**config.mk**
```make
export PLATFORM = sky130hd
export DESIGN_NAME = user_input
export DESIGN_NICKNAME = d
export VERILOG_FILES = /design/src/rtl/user_input_pkg.sv /design/src/rtl/rising_edge_detect.sv /design/src/rtl/user_input.sv
export SDC_FILE = /design/constraint.sdc
export NUM_CORES = 1
export LEC_CHECK = 0
export CORE_UTILIZATION = 53
export CTS_BUF_LIST = sky130_fd_sc_hd__clkbuf_2 sky130_fd_sc_hd__clkbuf_4 sky130_fd_sc_hd__clkbuf_8
export DETAILED_ROUTE_END_ITERATION = 8
export PLACE_DENSITY = 0.8
export SLEW_MARGIN = 15
export SYNTH_ARGS = -nofsm -noshare
export SYNTH_HDL_FRONTEND = slang
export SYNTH_SLANG_ARGS = --single-unit
```
**constraint.sdc**
```tcl
create_clock -name clk_in -period 2.2 [get_ports clk_in]
set_input_delay 0.33 -clock clk_in [delete_from_list [all_inputs] [get_ports clk_in]]
set_output_delay 0.33 -clock clk_in [all_outputs]
set_load 0.05 [all_outputs]
```
**src/rtl/user_input_pkg.sv**
```systemverilog
// Shared constants for the cursor/user-control block: canvas defaults,
// direction bit positions and stroke-width bounds.
package user_input_pkg;

  localparam int SCREEN_W_DEFAULT = 640;
  localparam int SCREEN_H_DEFAULT = 480;

  localparam int X_W = 10;
  localparam int Y_W = 9;

  localparam int DIR_RIGHT = 0;
  localparam int DIR_LEFT  = 1;
  localparam int DIR_DOWN  = 2;
  localparam int DIR_UP    = 3;

  localparam logic [2:0] WIDTH_MIN = 3'd1;
  localparam logic [2:0] WIDTH_MAX = 3'd7;

endpackage

```
**src/rtl/rising_edge_detect.sv**
```systemverilog
// One-flop history rising-edge detector. History clears on reset, so a level
// already high when reset releases is reported as an edge on the next cycle.
module rising_edge_detect (
  input  logic clk_in,
  input  logic rst_in,
  input  logic sig_in,
  output logic pulse_out
);

  logic prev_q;

  always_ff @(posedge clk_in) begin
    if (rst_in) prev_q <= 1'b0;
    else        prev_q <= sig_in;
  end

  assign pulse_out = sig_in & ~prev_q;

endmodule

```
**src/rtl/user_input.sv**
```systemverilog
// Turns debounced buttons into cursor position, colour index and stroke
// width. Position moves only on movement ticks and saturates at the canvas edges.
module user_input
  import user_input_pkg::*;
#(
  parameter int SCREEN_W    = SCREEN_W_DEFAULT,
  parameter int SCREEN_H    = SCREEN_H_DEFAULT,
  parameter int MOVE_PERIOD = 1_000_000,
  parameter int MOVE_STEP   = 1
) (
  input  logic           clk_in,
  input  logic           rst_in,
  input  logic [3:0]     pos_con_in,
  input  logic           col_con_in,
  input  logic           sw_con_in,
  output logic [X_W-1:0] cursor_loc_x,
  output logic [Y_W-1:0] cursor_loc_y,
  output logic [3:0]     cursor_color,
  output logic [2:0]     stroke_width
);

  localparam int CNT_W = (MOVE_PERIOD > 1) ? $clog2(MOVE_PERIOD) : 1;

  logic [CNT_W-1:0] cnt_q, cnt_d;
  logic [X_W-1:0]   x_q, x_d;
  logic [Y_W-1:0]   y_q, y_d;
  logic [3:0]       col_q, col_d;
  logic [2:0]       wid_q, wid_d;
  logic             col_pulse, sw_pulse;
  logic             tick;
  logic [X_W:0]     x_plus;
  logic [Y_W:0]     y_plus;
  logic             go_r, go_l, go_d, go_u;

  rising_edge_detect u_col_edge (
    .clk_in   (clk_in),
    .rst_in   (rst_in),
    .sig_in   (col_con_in),
    .pulse_out(col_pulse)
  );

  rising_edge_detect u_sw_edge (
    .clk_in   (clk_in),
    .rst_in   (rst_in),
    .sig_in   (sw_con_in),
    .pulse_out(sw_pulse)
  );

  assign tick = (cnt_q == CNT_W'(MOVE_PERIOD - 1));

  // Opposing buttons on the same axis cancel out.
  assign go_r = pos_con_in[DIR_RIGHT] & ~pos_con_in[DIR_LEFT];
  assign go_l = pos_con_in[DIR_LEFT]  & ~pos_con_in[DIR_RIGHT];
  assign go_d = pos_con_in[DIR_DOWN]  & ~pos_con_in[DIR_UP];
  assign go_u = pos_con_in[DIR_UP]    & ~pos_con_in[DIR_DOWN];

  // One extra bit so the increment cannot wrap before the saturation compare.
  assign x_plus = {1'b0, x_q} + (X_W+1)'(MOVE_STEP);
  assign y_plus = {1'b0, y_q} + (Y_W+1)'(MOVE_STEP);

  always_comb begin
    cnt_d = tick ? '0 : cnt_q + 1'b1;
    x_d   = x_q;
    y_d   = y_q;
    col_d = col_q;
    wid_d = wid_q;

    if (tick) begin
      if (go_r) x_d = (x_plus > (X_W+1)'(SCREEN_W - 1)) ? X_W'(SCREEN_W - 1) : x_plus[X_W-1:0];
      if (go_l) x_d = (x_q < X_W'(MOVE_STEP)) ? '0 : x_q - X_W'(MOVE_STEP);
      if (go_d) y_d = (y_plus > (Y_W+1)'(SCREEN_H - 1)) ? Y_W'(SCREEN_H - 1) : y_plus[Y_W-1:0];
      if (go_u) y_d = (y_q < Y_W'(MOVE_STEP)) ? '0 : y_q - Y_W'(MOVE_STEP);
    end

    if (col_pulse) col_d = col_q + 4'd1;
    if (sw_pulse)  wid_d = (wid_q == WIDTH_MAX) ? WIDTH_MIN : wid_q + 3'd1;
  end

  always_ff @(posedge clk_in) begin
    if (rst_in) begin
      cnt_q <= '0;
      x_q   <= X_W'(SCREEN_W / 2);
      y_q   <= Y_W'(SCREEN_H / 2);
      col_q <= 4'd0;
      wid_q <= WIDTH_MIN;
    end else begin
      cnt_q <= cnt_d;
      x_q   <= x_d;
      y_q   <= y_d;
      col_q <= col_d;
      wid_q <= wid_d;
    end
  end

  assign cursor_loc_x = x_q;
  assign cursor_loc_y = y_q;
  assign cursor_color = col_q;
  assign stroke_width = wid_q;

endmodule

```
==> run metrics, run 1 <==
Pleak=1.44 nW; final wirelength=8.11 mm; relative slew slack=65.6%; I/O pin count=34; HPWL after DPL=5.44 mm; ranking of synthesized cells by area=dfxtp_1 (32%), nor2_1 (5.5%), o21ai_0 (5.3%); area of the die=6010 um2; outcome=complete, but fails checks; diodes inserted=0; Routed Antenna Nets=0; Final Max Slew Viols=0; Initial Util=54.9%; root buf cell=clkbuf_8; post-synthesis register bit count=48; Placer Congestion=0.899; Tot Pwr=0.00176 W; Buffers on Ports=33; area delta synth->final=30.6%; Tmin final=2.18 ns; initial antenna violation count=0; startpoint types=flip-flop; placement row count=27; largest net degree at the start of global routing=21; Final Hold Vio Count=0; die width=77.5 um; Clk pin slew, worst setup/hold paths=0.10 ns; most frequent cells in the layout=buf_4 (45), nor2_1 (44), dfxtp_1 (41); sequential share of the synthesized area=31.8%; kind of critical path=reg2reg; first-pass GRT wire length=13.3 mm; gr ovfl total=0; fin area=3950 um2; worst path required time=2.44 ns; Mapped Area=3020 um2; dpl cells=513; unrepaired setup endpoints after global routing=true; DIE HEIGHT=77.5 um; most common cell after layout, fill and taps aside=buf_4; data arrival time of the worst path=2.42 ns; 1st-iter DRT viols=424; syn nets=411; Post-Synthesis Cells=392; clock sinks=48; Setup crit end kind=flip-flop; share of cells above drive strength 1=18.7%; synthesized area per cell=7.71 um2; core area=5510 um2; CTS Buf Count=5; cell taking the most area after synthesis=dfxtp_1; CTS tree=done; clk_lat worst skew=0.31 ns; Yosys top cell area share=31.8%; Nets=473; # setup viols final=0; DR DRC count=1; vias post-DR=3209; VDD IR-drop max=0.421 mV; period utilization=98.9%; vias in the first global route=2983; Pwr Density=446 nW/um2; top fanout value on the critical path=3; area post-placement=3720 um2; total track usage=27.0%; htree depth=2; ys async rst share=0%; ys flop type=dfxtp_1; number of max-cap violations=0; Hold Crit Class=reg2reg; Distinct cells, synth=58; Peak Freq=460 MHz; post-DR vias/cell=6.09; worst slew pin tran=0.514 ns; clk buf depth=2; skew final=0.00826 ns; number of flops mapped to enable cells by yosys=0; setup TNS=0 ns; Layout Cells excl Fill=527; violated checks=DRC; final core occ=71.6%; WL/cell=15.4 um; drt pass-1 iters=8; Yosys warnings=0
[final timing paths]
| kind | startpoint | endpoint | slack, ns | cells after the start |
|---|---|---|---|---|
| worst max-delay path | cnt_q[0] | cursor_loc_x[7] | 0.02 | 7 |
| worst min-delay path | cnt_q[0] | cnt_q[0] | 0.44 | 1 |
| worst max register to register | cnt_q[0] | cursor_loc_x[7] | 0.02 | 7 |
| worst min register to register | cnt_q[0] | cnt_q[0] | 0.44 | 1 |
[layout make-up]
| class | count | area (um2) |
|---|---|---|
| fillers | 440 | 1560 |
| multi-input cells | 302 | 2010 |
| clock inverters | 3 | 45.0 |
| inverters | 17 | 68.8 |
| flip-flops and latches | 48 | 975 |
| clock buffers | 5 | 68.8 |
| repair buffers | 80 | 692 |
| well taps | 72 | 90.1 |
[report_power, final]
part / switching, W / internal [W]
Sequential: 0.0000138 / 0.000881
Combinational: 0.000103 / 0.0000806
Clock: 0.000335 / 0.000344
Total: 0.000452 / 0.00131
[flip-flops by register name, indices dropped and copies added (netlist names)]
register and flops:
cnt_q 20, cursor_color 4, cursor_loc_x 10, cursor_loc_y 9
stroke_width 3, u_col_edge.prev_q 1, u_sw_edge.prev_q 1
[through the flow]
stage                     worst slack [ns]  hold WS [ns]
after floorplan                     -0.103         0.420
after global placement              -0.238         0.427
after detailed placement            -0.296         0.433
after CTS                          0.00158         0.446
after global routing               -0.0738         0.461
final                               0.0244         0.442
[routing by layer]
layer | up-vias | global-route usage, % | wire [um]
met4 | 0 | 11.5 | 112
li1 | 1548 | - | -
met2 | 123 | 43.9 | 3890
met5 | - | 0 | 0
met1 | 1520 | 35.3 | 3700
met3 | 18 | 4.24 | 412
[critical path, cell delays in order, from the launching register on]
cell and delay, ns:
dfxtp_2 0.36, ha_4 0.14, nand2_1 0.07, or3_4 0.41
or4_4 0.42, or3_1 0.33, a211o_1 0.27, o22ai_1 0.11
[cell families after synthesis]
logic type / Yosys count / synth area share [%]
AOI/OAI and AO/OA: 100 / 21.6
xor gates and xnor gates: 24 / 6.96
adders and majority gates: 11 / 4.55
buffers and inverters: 42 / 5.71
DFF: 48 / 31.8
muxes: 5 / 1.70
and+or+nand+nor: 162 / 27.7
[synth_stat cells, types with 3 or more instances]
cell      number
o22ai_1        3
or4_1          3
nor4_1         5
ha_1          11
and3_1         4
o211ai_1       4
a221o_1        3
a21oi_1       20
mux2i_1        4
nand4_1        8
nor3_1        11
o31ai_1        3
xnor2_1        9
nand2_1       33
a31oi_1        7
nor2b_1        8
and4_1         4
o21ai_0       32
o41ai_1        3
inv_1         16
or3_1          7
a211o_1        3
and2_1         3
xor2_1        15
nor2_1        44
clkbuf_1      22
dfxtp_1       48
nand3_1       18
[what timing repair did]
action / CTS / global route
gates resized for setup: 1 / 16
pin swaps: 0 / 7
setup buffers: 0 / 6
hold buffers: 0 / 0
setup endpoints to repair: 1 / 13
Power figures use the tool's default switching activity.
==> run 2: changes to the inputs <==
--- a/config.mk
+++ b/config.mk
@@ -8,7 +8,7 @@
 export CORE_UTILIZATION = 53
 export CTS_BUF_LIST = sky130_fd_sc_hd__clkbuf_2 sky130_fd_sc_hd__clkbuf_4 sky130_fd_sc_hd__clkbuf_8
 export DETAILED_ROUTE_END_ITERATION = 8
-export PLACE_DENSITY = 0.8
+export PLACE_DENSITY = 0.75
 export SLEW_MARGIN = 15
 export SYNTH_ARGS = -nofsm -noshare
 export SYNTH_HDL_FRONTEND = slang
==> run 2 against run 1 <==
Effect of this change:
- maximum frequency barely moved
- the run now ends clean
- critical path depth unchanged
- combinational power fell by 4%
- largest power group unchanged
- register-to-register slack about the same
==> run metrics, run 2 (synthesis results as in run 1) <==
startpoint types=flip-flop; root buf cell=clkbuf_8; core area=5510 um2; placement row count=27; Layout Cells excl Fill=527; most frequent cells in the layout=buf_4 (45), nor2_1 (44), dfxtp_1 (41); worst slew pin tran=0.548 ns; CTS tree=done; top fanout value on the critical path=6; Biggest register=cnt_q; critical path cell sequence=inv_2 -> ha_4 -> or4b_4 -> o41a_1 -> a211o_1 -> nand2_1 -> a31oi_1; Buffers on Ports=33; clock sinks=48; final wirelength=7.81 mm; I/O pin count=34; vias in the first global route=2893; Pleak=1.43 nW; clk_lat worst skew=0.30 ns; DIE HEIGHT=77.5 um; Peak Freq=459 MHz; relative slew slack=63.1%; CTS Buf Count=5; Tot Pwr=0.00164 W; drt pass-1 iters=5; htree depth=2; hold_buf cts=0; WL/cell=14.8 um; worst path required time=2.39 ns; Final Hold Vio Count=0; 1st-iter DRT viols=183; first-pass GRT wire length=13.2 mm; Setup crit end kind=flip-flop; # setup viols final=0; gr ovfl total=0; Tmin final=2.18 ns; Routed Antenna Nets=0; outcome=complete, no violations; dpl cells=516; Initial Util=54.9%; largest net degree at the start of global routing=21; most common cell after layout, fill and taps aside=buf_4; share of cells above drive strength 1=18.9%; clk buf depth=2; max incr delay on CP=0.51 ns; CP max-delay cell=or4b_4; Largest register FFs=20; vias post-DR=3126; VDD IR-drop max=0.437 mV; area of the die=6010 um2; kind of critical path=reg2reg; post-DR vias/cell=5.93; area delta synth->final=30.4%; Nets=473; diodes inserted=0; total track usage=26.9%; number of max-cap violations=0; data arrival time of the worst path=2.37 ns; reg2reg setup slack=0.02 ns; initial antenna violation count=0; Clk pin slew, worst setup/hold paths=0.09 ns; Final Max Slew Viols=0; Pwr Density=416 nW/um2; period utilization=98.9%; Placer Congestion=0.914; die width=77.5 um; unrepaired setup endpoints after global routing=true; DR DRC count=0; HPWL after DPL=5.39 mm; skew final=0.00584 ns; Hold Crit Class=reg2reg
-- run 2: changes by cell type in the layout (fill, tap and decap cells not counted), sizes merged --
cell	before	now
bufinv	1	0
clkbuf	6	7
clkdlybuf4s50	32	33
clkinv	1	2
dlygate4sd2	1	0
inv	18	17
-- run 2: path summary, 6_finish.rpt --
kind                    from         endpoint  cells past startpoint
max          cursor_loc_x[1]  cursor_loc_x[5]                      7
min                 cnt_q[0]         cnt_q[0]                      1
max reg2reg  cursor_loc_x[1]  cursor_loc_x[5]                      7
min reg2reg         cnt_q[0]         cnt_q[0]                      1
-- run 2: metal layers --
metal	part of all wire [%]	GRT usage (%)	wire, um
met1	44	35.0	3460
met2	49	45.4	3820
met3	4.9	3.76	382
met4	1.9	8.87	146
met5	0	0	0
-- run 2: worst max-delay path: cells and delay by family, from the launching register on --
kind | cells | cell delay (ns)
adders and majority gates | 1 | 0.15
AOI/OAI and AO/OA | 3 | 0.86
and+or+nand+nor | 2 | 0.60
DFF | 1 | 0.38
buffers and inverters | 1 | 0.08
-- run 2: cell type report --
class / instances / area [um2]
clock buffer: 6 / 82.6
clock inverter: 2 / 13.8
fill: 469 / 1570
inverter: 17 / 66.3
multi-input combinational: 302 / 2020
sequential: 48 / 977
tap: 72 / 90.1
timing repair buffer: 80 / 693
-- run 2: repair_timing --
action                     4_1_cts  5_1_grt
resized for setup                0       14
setup endpoints to repair        0       12
setup buffers                    0        3
-- run 2: through the flow --
step	instance area, um2	setup WS, ns	hold WS, ns	setup TNS, ns	util (%)
6_report	3940	0.0231	0.444	0	71.5
5_1_grt	3940	-0.0583	0.471	-0.0821	71.5
4_1_cts	3850	0.0184	0.447	0	69.9
3_5_place_dp	3750	-0.264	0.436	-0.552	68.2
3_3_place_gp	3750	-0.217	0.427	-0.291	68.2
2_1_floorplan	3100	-0.103	0.420	-0.103	-
-- run 2: report_power, final --
part	leakage, nW	internal [W]	total (W)	switching, W
sequential	0.393	0.000880	0.000894	0.0000136
clock	0.0516	0.000258	0.000567	0.000309
combinational	0.988	0.0000765	0.000177	0.000100
total	1.43	0.00121	0.00164	0.000423
==> run 3: changes to the inputs <==
--- a/config.mk
+++ b/config.mk
@@ -5,10 +5,12 @@
 export SDC_FILE = /design/constraint.sdc
 export NUM_CORES = 1
 export LEC_CHECK = 0
+export CORE_MARGIN = 2
 export CORE_UTILIZATION = 53
 export CTS_BUF_LIST = sky130_fd_sc_hd__clkbuf_2 sky130_fd_sc_hd__clkbuf_4 sky130_fd_sc_hd__clkbuf_8
 export DETAILED_ROUTE_END_ITERATION = 8
 export PLACE_DENSITY = 0.75
+export REMOVE_ABC_BUFFERS = 1
 export SLEW_MARGIN = 15
 export SYNTH_ARGS = -nofsm -noshare
 export SYNTH_HDL_FRONTEND = slang
==> run 3 against run 2 <==
Effect of this change:
- flip-flop and latch count unchanged
- highest routed layer unchanged
- worst setup slack improved by 0.078 ns
- core utilization about the same
- clock-buffer cell count decreased by 1
- critical endpoint is now cursor_loc_x[7]
- register-to-register slack improved by 0.08 ns
- non-clock buffer count increased by 6
- largest cell class unchanged
- critical path depth unchanged
- sequential power about the same
- worst hold slack improved by 0.067 ns
- sequential share of layout area decreased by 0.36 points
==> run metrics, run 3 (synthesis results as in run 1) <==
area of the die=6320 um2; WHS Path Cells=2; FF-to-FF End=cursor_loc_x[7]; critical path cell sequence=ha_2 -> nand2_1 -> or3_1 -> or4_4 -> or3_1 -> a211o_1 -> o22ai_1; placement row count=27; htree depth=2; setup ws final=0.101 ns; Setup crit end kind=flip-flop; HPWL after DPL=5.39 mm; worst path required time=2.44 ns; startpoint types=flip-flop; WL/cell=14.6 um; Hold Crit Class=reg2reg; I/O pin count=34; DR DRC count=0; Tmin final=2.10 ns; worst slew pin tran=0.508 ns; CTS Buf Count=5; Final Max Slew Viols=0; core area=5510 um2; relative slew slack=66.0%; vias in the first global route=2809; largest net degree at the start of global routing=21; CTS tree=done; skew final=0.0136 ns; reg2reg setup slack=0.10 ns; diodes inserted=0; total track usage=24.8%; clock sinks=48; DIE HEIGHT=79.5 um; period utilization=95.4%; CP max-delay cell=or4_4; share of cells above drive strength 1=17.8%; root buf cell=clkbuf_8; die width=79.5 um; data arrival time of the worst path=2.34 ns; final wirelength=7.76 mm; area delta synth->final=30.4%; Nets=479; # setup viols final=0; RR Startpoint=cnt_q[0]; initial antenna violation count=0; origin of the worst min-delay path=cnt_q[0]; Initial Util=54.9%; Clk pin slew, worst setup/hold paths=0.09 ns; vias post-DR=3150; Buffers on Ports=33; drt pass-1 iters=5; Crit path top cell by count=or3_1; post-placement setup slack=-0.315 ns; most common cell after layout, fill and taps aside=buf_4; reg2reg path depth=7; kind of critical path=reg2reg; clk_lat worst skew=0.31 ns; most frequent cells in the layout=buf_4 (52), dfxtp_1 (46), nor2_1 (44); max incr delay on CP=0.42 ns; outcome=complete, no violations; first-pass GRT wire length=12.8 mm; Final Hold Vio Count=0; Worst Path Buf+Inv=0; clk buf depth=2; hold slack=0.511 ns; top fanout value on the critical path=3; Hold EP=cnt_q[0]; hold_buf cts=0; Largest register FFs=20; post-DR vias/cell=5.92; gr ovfl total=0; Routed Antenna Nets=0; number of max-cap violations=0; Pleak=1.45 nW; Placer Congestion=0.897; Pwr Density=405 nW/um2; 1st-iter DRT viols=287; VDD IR-drop max=0.468 mV; Peak Freq=476 MHz; delay-heaviest family, CP=simple AND/OR/NAND/NOR gates; Biggest register=cnt_q; Tot Pwr=0.00160 W
run 3: cell types whose count changed in the layout (fill, tap and decap cells not counted), sizes merged:
cell,previous run,this run
inv,17,16
clkbuf,7,5
buf,46,53
clkinvlp,0,1
run 3: worst max path at each step:
stage / slack (ns) / endpoint / depth (start not counted) / startpoint
after floorplan: -0.47 / cursor_loc_x[8] / 7 / cnt_q[0]
after global placement: -0.27 / cursor_loc_x[7] / 7 / pos_con_in[0]
after detailed placement: -0.31 / cursor_loc_x[7] / 7 / pos_con_in[0]
after CTS: 0.004 / cursor_loc_x[7] / 7 / pos_con_in[0]
after global routing: -0.05 / cursor_loc_x[3] / 8 / cursor_loc_x[1]
final: 0.10 / cursor_loc_x[7] / 7 / cnt_q[0]
run 3: cell type report:
type	instances	area, um2
Multi-Input combinational cell	302	2000
Clock buffer	5	68.8
Inverter	17	63.8
Fill cell	437	1570
Tap cell	72	90.1
Clock inverter	2	12.5
Sequential cell	48	963
Timing Repair Buffer	86	741
run 3: layer usage:
| layer | GRT usage (%) | share of wire (%) | vias up |
|---|---|---|---|
| li1 | - | - | 1559 |
| met1 | 34.0 | 46 | 1465 |
| met2 | 40.8 | 48 | 111 |
| met3 | 3.51 | 5.3 | 15 |
| met4 | 6.21 | 1.3 | 0 |
| met5 | 0 | 0 | - |
run 3: report_power, final:
part           total, W  switching [W]  internal [W]
combinational  0.000180       0.000101     0.0000793
clock          0.000521       0.000305      0.000216
sequential     0.000896      0.0000121      0.000884
run 3: stage by stage:
step | setup TNS [ns] | cell area (um2) | cells | utilization [%]
floorplan | -8.91 | 2910 | 367 | -
global placement | -0.401 | 3730 | 523 | 67.8
detailed placement | -0.543 | 3730 | 523 | 67.8
CTS | 0 | 3830 | 530 | 69.5
global route | -0.0774 | 3940 | 532 | 71.6
finish | 0 | 3940 | 532 | 71.6
run 3: worst min-delay path, cell delays in order, from the launching register on:
cell and delay, ns:
dfxtp_2 0.35, buf_4 0.10, nor2_1 0.03
run 3: repair_timing:
item	CTS	global route
setup endpoints to repair	5	7
gates resized for setup	2	17
setup buffers	0	2
pin swaps	1	7
